## src/rtl/ptcalc_in_sync.sv

```systemverilog
// Input synchroniser for the pT-calculator core: assembles one candidate plus up to
// three segment words arriving on different cycles and issues them under ap_ctrl_hs.
module ptcalc_in_sync #(
    parameter int PL_W    = 64,
    parameter int SF_W    = 32,
    parameter int TIMEOUT = 64,
    parameter int CNT_W   = 16
) (
    input  logic             ap_clk,
    input  logic             ap_rst,
    input  logic [PL_W-1:0]  pl_in,
    input  logic             pl_in_vld,
    input  logic [SF_W-1:0]  sf_inn_in,
    input  logic [SF_W-1:0]  sf_mid_in,
    input  logic [SF_W-1:0]  sf_out_in,
    input  logic             sf_inn_vld,
    input  logic             sf_mid_vld,
    input  logic             sf_out_vld,
    output logic             ap_start,
    input  logic             ap_ready,
    output logic [PL_W-1:0]  pl2ptcalc,
    output logic [SF_W-1:0]  sf2ptcalc_inn,
    output logic [SF_W-1:0]  sf2ptcalc_mid,
    output logic [SF_W-1:0]  sf2ptcalc_out,
    output logic             busy,
    output logic [CNT_W-1:0] cnt_pl_drop,
    output logic [CNT_W-1:0] cnt_sf_orphan,
    output logic [CNT_W-1:0] cnt_timeout
);

    typedef enum logic [1:0] {
        IDLE    = 2'd0,
        COLLECT = 2'd1,
        ISSUE   = 2'd2
    } state_t;

    localparam int TMR_W = 10;
    localparam logic [TMR_W-1:0] TMR_LAST = TMR_W'(TIMEOUT - 1);

    state_t             state_r;
    logic [2:0]         mask_r;
    logic [TMR_W-1:0]   timer_r;
    logic               ap_start_r;
    logic               busy_r;
    logic [PL_W-1:0]    pl_r;
    logic [SF_W-1:0]    inn_r;
    logic [SF_W-1:0]    mid_r;
    logic [SF_W-1:0]    out_r;
    logic [CNT_W-1:0]   drop_r;
    logic [CNT_W-1:0]   orphan_r;
    logic [CNT_W-1:0]   timeout_r;

    logic [2:0]         vld_s;
    logic [2:0]         new_s;
    logic [2:0]         dup_s;
    logic [2:0]         mask_nxt_s;

    function automatic logic [1:0] pop3(input logic [2:0] v);
        pop3 = {1'b0, v[0]} + {1'b0, v[1]} + {1'b0, v[2]};
    endfunction

    // Saturating add; an increment that would overflow clamps at all-ones.
    function automatic logic [CNT_W-1:0] sat_add(input logic [CNT_W-1:0] c, input logic [1:0] inc);
        logic [CNT_W:0] sum;
        sum = {1'b0, c} + (CNT_W+1)'(inc);
        if (sum[CNT_W]) begin
            sat_add = {CNT_W{1'b1}};
        end else begin
            sat_add = sum[CNT_W-1:0];
        end
    endfunction

    // Strobe classification against the stations already received.
    always_comb begin
        vld_s      = {sf_out_vld, sf_mid_vld, sf_inn_vld};
        new_s      = vld_s & ~mask_r;
        dup_s      = vld_s & mask_r;
        mask_nxt_s = mask_r | vld_s;
    end

    // Main controller: capture, collect, issue and diagnostic counting.
    always_ff @(posedge ap_clk) begin
        if (ap_rst) begin
            state_r    <= IDLE;
            mask_r     <= 3'b000;
            timer_r    <= '0;
            ap_start_r <= 1'b0;
            busy_r     <= 1'b0;
            pl_r       <= '0;
            inn_r      <= '0;
            mid_r      <= '0;
            out_r      <= '0;
            drop_r     <= '0;
            orphan_r   <= '0;
            timeout_r  <= '0;
        end else begin
            case (state_r)
                IDLE: begin
                    if (pl_in_vld) begin
                        pl_r    <= pl_in;
                        inn_r   <= vld_s[0] ? sf_inn_in : '0;
                        mid_r   <= vld_s[1] ? sf_mid_in : '0;
                        out_r   <= vld_s[2] ? sf_out_in : '0;
                        mask_r  <= vld_s;
                        timer_r <= '0;
                        busy_r  <= 1'b1;
                        state_r <= COLLECT;
                    end else begin
                        orphan_r <= sat_add(orphan_r, pop3(vld_s));
                    end
                end
                COLLECT: begin
                    if (new_s[0]) inn_r <= sf_inn_in;
                    if (new_s[1]) mid_r <= sf_mid_in;
                    if (new_s[2]) out_r <= sf_out_in;
                    mask_r   <= mask_nxt_s;
                    orphan_r <= sat_add(orphan_r, pop3(dup_s));
                    drop_r   <= sat_add(drop_r, {1'b0, pl_in_vld});
                    timer_r  <= timer_r + TMR_W'(1);
                    if (mask_nxt_s == 3'b111) begin
                        ap_start_r <= 1'b1;
                        state_r    <= ISSUE;
                    end else if (timer_r == TMR_LAST) begin
                        if (pop3(mask_nxt_s) >= 2'd2) begin
                            ap_start_r <= 1'b1;
                            state_r    <= ISSUE;
                        end else begin
                            // Too few stations to be useful: discard the whole set.
                            timeout_r <= sat_add(timeout_r, 2'd1);
                            pl_r      <= '0;
                            inn_r     <= '0;
                            mid_r     <= '0;
                            out_r     <= '0;
                            mask_r    <= 3'b000;
                            busy_r    <= 1'b0;
                            state_r   <= IDLE;
                        end
                    end
                end
                ISSUE: begin
                    orphan_r <= sat_add(orphan_r, pop3(vld_s));
                    drop_r   <= sat_add(drop_r, {1'b0, pl_in_vld});
                    if (ap_ready) begin
                        ap_start_r <= 1'b0;
                        busy_r     <= 1'b0;
                        state_r    <= IDLE;
                    end
                end
                default: begin
                    ap_start_r <= 1'b0;
                    busy_r     <= 1'b0;
                    state_r    <= IDLE;
                end
            endcase
        end
    end

    assign ap_start      = ap_start_r;
    assign busy          = busy_r;
    assign pl2ptcalc     = pl_r;
    assign sf2ptcalc_inn = inn_r;
    assign sf2ptcalc_mid = mid_r;
    assign sf2ptcalc_out = out_r;
    assign cnt_pl_drop   = drop_r;
    assign cnt_sf_orphan = orphan_r;
    assign cnt_timeout   = timeout_r;

endmodule

```

## config.mk

```make
export PLATFORM = sky130hd
export DESIGN_NAME = ptcalc_in_sync
export DESIGN_NICKNAME = d
export VERILOG_FILES = /design/src/rtl/ptcalc_in_sync.sv
export SDC_FILE = /design/constraint.sdc
export NUM_CORES = 1
export LEC_CHECK = 0
export ABC_CLOCK_PERIOD_IN_PS = 10490
export CORE_AREA = 3 3 145 147
export CTS_BUF_LIST = sky130_fd_sc_hd__clkbuf_4 sky130_fd_sc_hd__clkbuf_8
export DETAILED_ROUTE_END_ITERATION = 8
export DIE_AREA = 0 0 148 150
export PLACE_DENSITY = 0.9
export SLEW_MARGIN = 5
export SYNTH_ARGS = -nofsm -noshare
export SYNTH_HDL_FRONTEND = slang
export SYNTH_SLANG_ARGS = --single-unit
```

## constraint.sdc

```tcl
create_clock -name ap_clk -period 10.49 [get_ports ap_clk]
set_input_delay 3.147 -clock ap_clk [delete_from_list [all_inputs] [get_ports ap_clk]]
set_output_delay 3.147 -clock ap_clk [all_outputs]
set_load 0.1 [all_outputs]
```

Yosys cells after proc, flatten, opt, wreduce, memory -nomap -nowiden
Cells that the tools add are included.
Operators by class
  multiplexer cells: 55
  reductions and logical operators: 11
  add/subtract/negate cells: 11
  bitwise gates (word level): 7
  order comparisons: 1
  equality and inequality tests: 12
Operators with widths (number)
  $mux W32: 18
  $mux W64: 4
  $pmux W32 S2: 3
  $pmux W64 S2: 1
  $mux W16: 5
  $pmux W16 S3: 1
  $add A16 B2 Y17: 2
  $pmux W10 S2: 1
  $add A16 B1 Y17: 1
  $add A16 B1 Y17 const B: 1
  $mux W3: 4
  $ne A2 B2 Y1 const B: 6
  $add A10 B1 Y10 const B: 1
  $eq A10 B6 Y1 const B: 1
  $mux W10: 1
  $mux W2: 5
  $reduce_and A5 Y1: 2
  $mux W1: 8
  $reduce_and A4 Y1: 2
  $add A1 B1 Y2: 3
  $add A2 B1 Y2: 3
  $and A3 B3 Y3: 2
  $ne A3 B3 Y1 const B: 2
  $pmux W1 S3: 2
  15 further kinds: 18
Word-level totals
  output and inout port bits: 210
  input bits: 167
  flip-flop bits (word level): 225
  word-level logic and storage cells: 109

Longest topological paths before layout
  word-level depth: 8
  depth in mapped cells: 10
  gate-level depth less buffers: 10

Least setup slack after synthesis
Ideal clock, no wire load.
  kind: input to register
  from: in sf_inn_vld
  to: reg orphan_r[9] (netlist: cnt_sf_orphan[9])
  slack: 4.950 ns
  arrival time: 5.448 ns
  data required time: 10.397 ns
  path buffers: 0
  setup time: 0.093 ns
  cell stages on the path: 10
  cells stage by stage: nand2_1 -> fa_1 -> inv_1 -> ha_1 -> fa_1 -> nand3_1 -> o41ai_2 -> a21oi_1 -> or4_1 -> o31ai_1
Between the ends
  longest elaborated chain between the ends: 6
  elaborated cells on any way between the ends: 11
  those cells by class: add/sub: 6; mux: 4; bitwise: 1
Ends and longest elaborated chain
  start: declaration: RTL line 16  | input logic sf_inn_vld,
  $and A3 B3 Y3 or $add A1 B1 Y2 (tied branches): RTL line 77, 59
  $add A1 B1 Y2 or $add A2 B1 Y2 (tied branches): RTL line 59  | pop3 = {1'b0, v[0]} + {1'b0, v[1]} + {1'b0, v[2]};
  $add A2 B1 Y2 or $add A16 B2 Y17 (tied branches): RTL line 59, 65
  $add A16 B2 Y17 or $mux W16 (tied branches): RTL line 65, 66
  $mux W16 (on tied branches): RTL line 66, 99
  $pmux W16 S3 (*): RTL line 97  | case (state_r)
  end signal: assignment: RTL line 109  | orphan_r <= sat_add(orphan_r, pop3(vld_s));
  end signal: assignment: RTL line 117  | orphan_r <= sat_add(orphan_r, pop3(dup_s));
  end signal: assignment: RTL line 141  | orphan_r <= sat_add(orphan_r, pop3(vld_s));
  end: declaration: RTL line 50  | logic [CNT_W-1:0] orphan_r;
Every way passes the cells marked *; elsewhere a longest branch is shown, timed or not. The select of a mux whose other input is x is not followed.
A chain may end at the register's enable or synchronous reset.

Worst setup path after layout
Ends and elaborated chain as after synthesis.

==> impl_metrics.env <==
export IMPL_stdcell_area_sq_um=13700
export IMPL_drv_cap=0
export IMPL_cts_tree="yes"
export IMPL_synthFlopType="dfxtp_1"
export IMPL_rrSetupSlack_ns=7.14
export IMPL_die_h_microns=150
export IMPL_synth_compound_area_frac=0.236
export IMPL_post_cts_resized=0
export IMPL_routed_wl_microns=32300
export IMPL_endpoint="cnt_sf_orphan[9]$_SDFFE_PP0P_"
export IMPL_cts_clk_slew_worst_paths_ns=0.07
export IMPL_fp_coreArea_sq_um=20000
export IMPL_synth_simple_area_share=0.163
export IMPL_fin_crit_ns=6.12
export IMPL_yosysMostFrequentCell="dfxtp_1"
export IMPL_synth_top_family_by_area="compound AO/OA/AOI/OAI gates"
export IMPL_final_hold_viol_count=0
export IMPL_ir_drop_uv=183
export IMPL_synth_common_cells="dfxtp_1 (225), nor2_1 (134), a32oi_1 (97), clkbuf_1 (67), a22o_1 (64)"
export IMPL_reg2regPathDepth=10
export IMPL_cts_root_buffer="clkbuf_8"
export IMPL_max_slew_margin_rel=0.224
export IMPL_power_total_mw=3.23
export IMPL_fin_skew_ns=0.0381
export IMPL_rr_startpoint="mask_r[0]$_SDFFE_PP0P_"
export IMPL_antenna_found_initial=2
export IMPL_synth_xor_area_frac=0.0205
export IMPL_h_tree_depth=2
export IMPL_cp_max_fo=8
export IMPL_post_route_util=0.683
export IMPL_max_freq_mhz=164
export IMPL_worstPathArrival_ns=6.55
export IMPL_setup_viol=0
export IMPL_finalWeightedCongestion=0.919
export IMPL_grt_ovfl_total=0
export IMPL_dp_hpwl_microns=22600
export IMPL_die_area_sq_um=22200
export IMPL_timing_final_max_slew_violations=0
export IMPL_layout_setup_ws_ns=4.37
export IMPL_r2r_end="cnt_sf_orphan[9]$_SDFFE_PP0P_"
export IMPL_synth_adder_area_share=0.0257
export IMPL_viasPerCell=5.84
export IMPL_startpoint_type="input port"
export IMPL_clock_latency_ns=0.54
export IMPL_status="finished clean"
export IMPL_vias=9151
export IMPL_async_reset_ff_frac=0
export IMPL_rsz0062_at_grt="no"
export IMPL_dpl_cell_area_sq_um=12900
export IMPL_drive_gt1_frac=0.0702
export IMPL_finalCritPeriodShare=0.583
export IMPL_fin_nets=1462
export IMPL_num_rows=52
export IMPL_grt_pass1_vias=8917
export IMPL_hold_path_class="flip-flop to flip-flop"
export IMPL_syn_area_sq_um=8960
export IMPL_syn_to_final_growth_pct=52.7
export IMPL_ys_top_cells_by_area="dfxtp_1 (50%), a32oi_1 (9.5%), a22o_1 (6.3%)"
export IMPL_drt_initial_drc_count=478
export IMPL_synth_mux_area_frac=0.0161
export IMPL_clock_sinks=225
export IMPL_die_x_microns=148
export IMPL_portBuffers=376
export IMPL_syn_avg_cell_area_sq_um=9.69
export IMPL_p_leak_nw=5.03
export IMPL_wire_per_inst_microns=20.6
export IMPL_dpl_worst_slack_ns=3.98
export IMPL_path_class="input port to flip-flop"
export IMPL_post_route_drc_count=0
export IMPL_post_cts_setup_buffers=0
export IMPL_cts_buffers_inserted=39
export IMPL_ys_seq_area_frac=0.503
export IMPL_yosysTopAreaCellShare=0.503
export IMPL_yosys_area_top_type="dfxtp_1"
export IMPL_critPathCaptureType="flip-flop"
export IMPL_yosysWarnings=0
export IMPL_grt_max_degree=90
export IMPL_n_fill_cell=1538
export IMPL_synthDistinctLibCells=62
export IMPL_required_ns=10.93
export IMPL_ant_nets=0
export IMPL_synth_edff_count=0
export IMPL_clk_path_buf_depth=3
export IMPL_synth_cells=924
export IMPL_worst_pin_slew_ns=1.16
export IMPL_io_pins=377
export IMPL_p_per_area_nw_per_um2=236
export IMPL_synth_seq_cells=225
export IMPL_track_usage=0.273
export IMPL_grt_pass1_wl_microns=49200
export IMPL_ctsHoldBuffers=0
export IMPL_dr_pass1_iters=5
export IMPL_syn_nets=1107
export IMPL_start_util=0.447
export IMPL_tns_ns=0
export IMPL_startpoint="sf_inn_vld"
metrics by stage:
| step | hold WS [ns] | std cells |
|---|---|---|
| 2_1_floorplan | 0.472 | 924 |
| 3_3_place_gp | 0.445 | 1508 |
| 3_5_place_dp | 0.447 | 1508 |
| 4_1_cts | 0.457 | 1566 |
| 5_1_grt | 0.483 | 1568 |
| 6_report | 0.455 | 1568 |
cells by family after synthesis:
family | Yosys count
mux | 14
buf+inv | 84
simple gates | 302
fa+ha+maj | 16
compound gates | 262
flops | 225
xor+xnor | 21
cell type report:
cell class / count / area, sq um / share of cell area
sequential: 225 / 4500 / 0.329
multi-input combinational: 615 / 4200 / 0.307
timing repair buffer: 386 / 3850 / 0.281
clock buffer: 55 / 719 / 0.0526
tap: 270 / 338 / 0.0247
inverter: 12 / 45.0 / 0.00329
clock inverter: 3 / 21.3 / 0.00155
antenna: 2 / 5.00 / 0.000366
flip-flops by register name, summed over array words and instances, names as in the netlist, 2 cells and up:
signal	cells
cnt_sf_orphan	16
cnt_pl_drop	16
sf2ptcalc_mid	32
mask_r	3
sf2ptcalc_out	32
state_r	2
pl2ptcalc	64
sf2ptcalc_inn	32
cnt_timeout	16
timer_r	10
how the worst min path moves through the flow:
stage,start,depth (start not counted),end,slack [ns]
floorplan,timer_r[5]$_SDFFE_PP0P_,2,timer_r[5]$_SDFFE_PP0P_,0.47
global placement,busy$_SDFFE_PP0P_,2,busy$_SDFFE_PP0P_,0.44
detailed placement,busy$_SDFFE_PP0P_,2,busy$_SDFFE_PP0P_,0.45
CTS,busy$_SDFFE_PP0P_,2,busy$_SDFFE_PP0P_,0.46
global route,pl2ptcalc[53]$_SDFFE_PP0P_,1,pl2ptcalc[53]$_SDFFE_PP0P_,0.48
finish,busy$_SDFFE_PP0P_,2,busy$_SDFFE_PP0P_,0.46
routing by layer:
layer | GRT usage | wire, microns | vias up
met2 | 0.456 | 16200 | 432
li1 | - | - | 4204
met5 | 0 | 0 | -
met1 | 0.348 | 12800 | 4446
met4 | 0.0868 | 790 | 0
met3 | 0.0678 | 2530 | 69
worst max-delay path: stages:
cell             delay [ns]
clkdlybuf4s50_1        0.63
nand2_1                0.13
fa_1                   0.48
inv_1                  0.07
ha_1                   0.20
fa_1                   0.23
nand3_1                0.15
o41ai_2                0.76
a21oi_1                0.12
or4_1                  0.45
o31ai_1                0.19
report_power, final:
part | internal [mW] | total (mW) | switching (mW)
Sequential | 0.960 | 1.04 | 0.0815
Combinational | 0.352 | 1.40 | 1.05
Clock | 0.436 | 0.783 | 0.347
Total | 1.75 | 3.23 | 1.48
placed cells by master, fill, tap and decap left out, types with 14 or more instances in the layout:
cell	synthesis	final
nor2_1	134	133
a32oi_1	97	97
nand4_1	14	14
a22o_1	64	64
nand3_1	17	17
nand2_1	49	49
clkdlybuf4s50_1	0	375
a21oi_1	29	29
clkbuf_8	0	49
o21ai_0	15	15
nor3_1	22	22
dfxtp_1	225	225
Note: power is estimated with default switching activity, not from simulation.
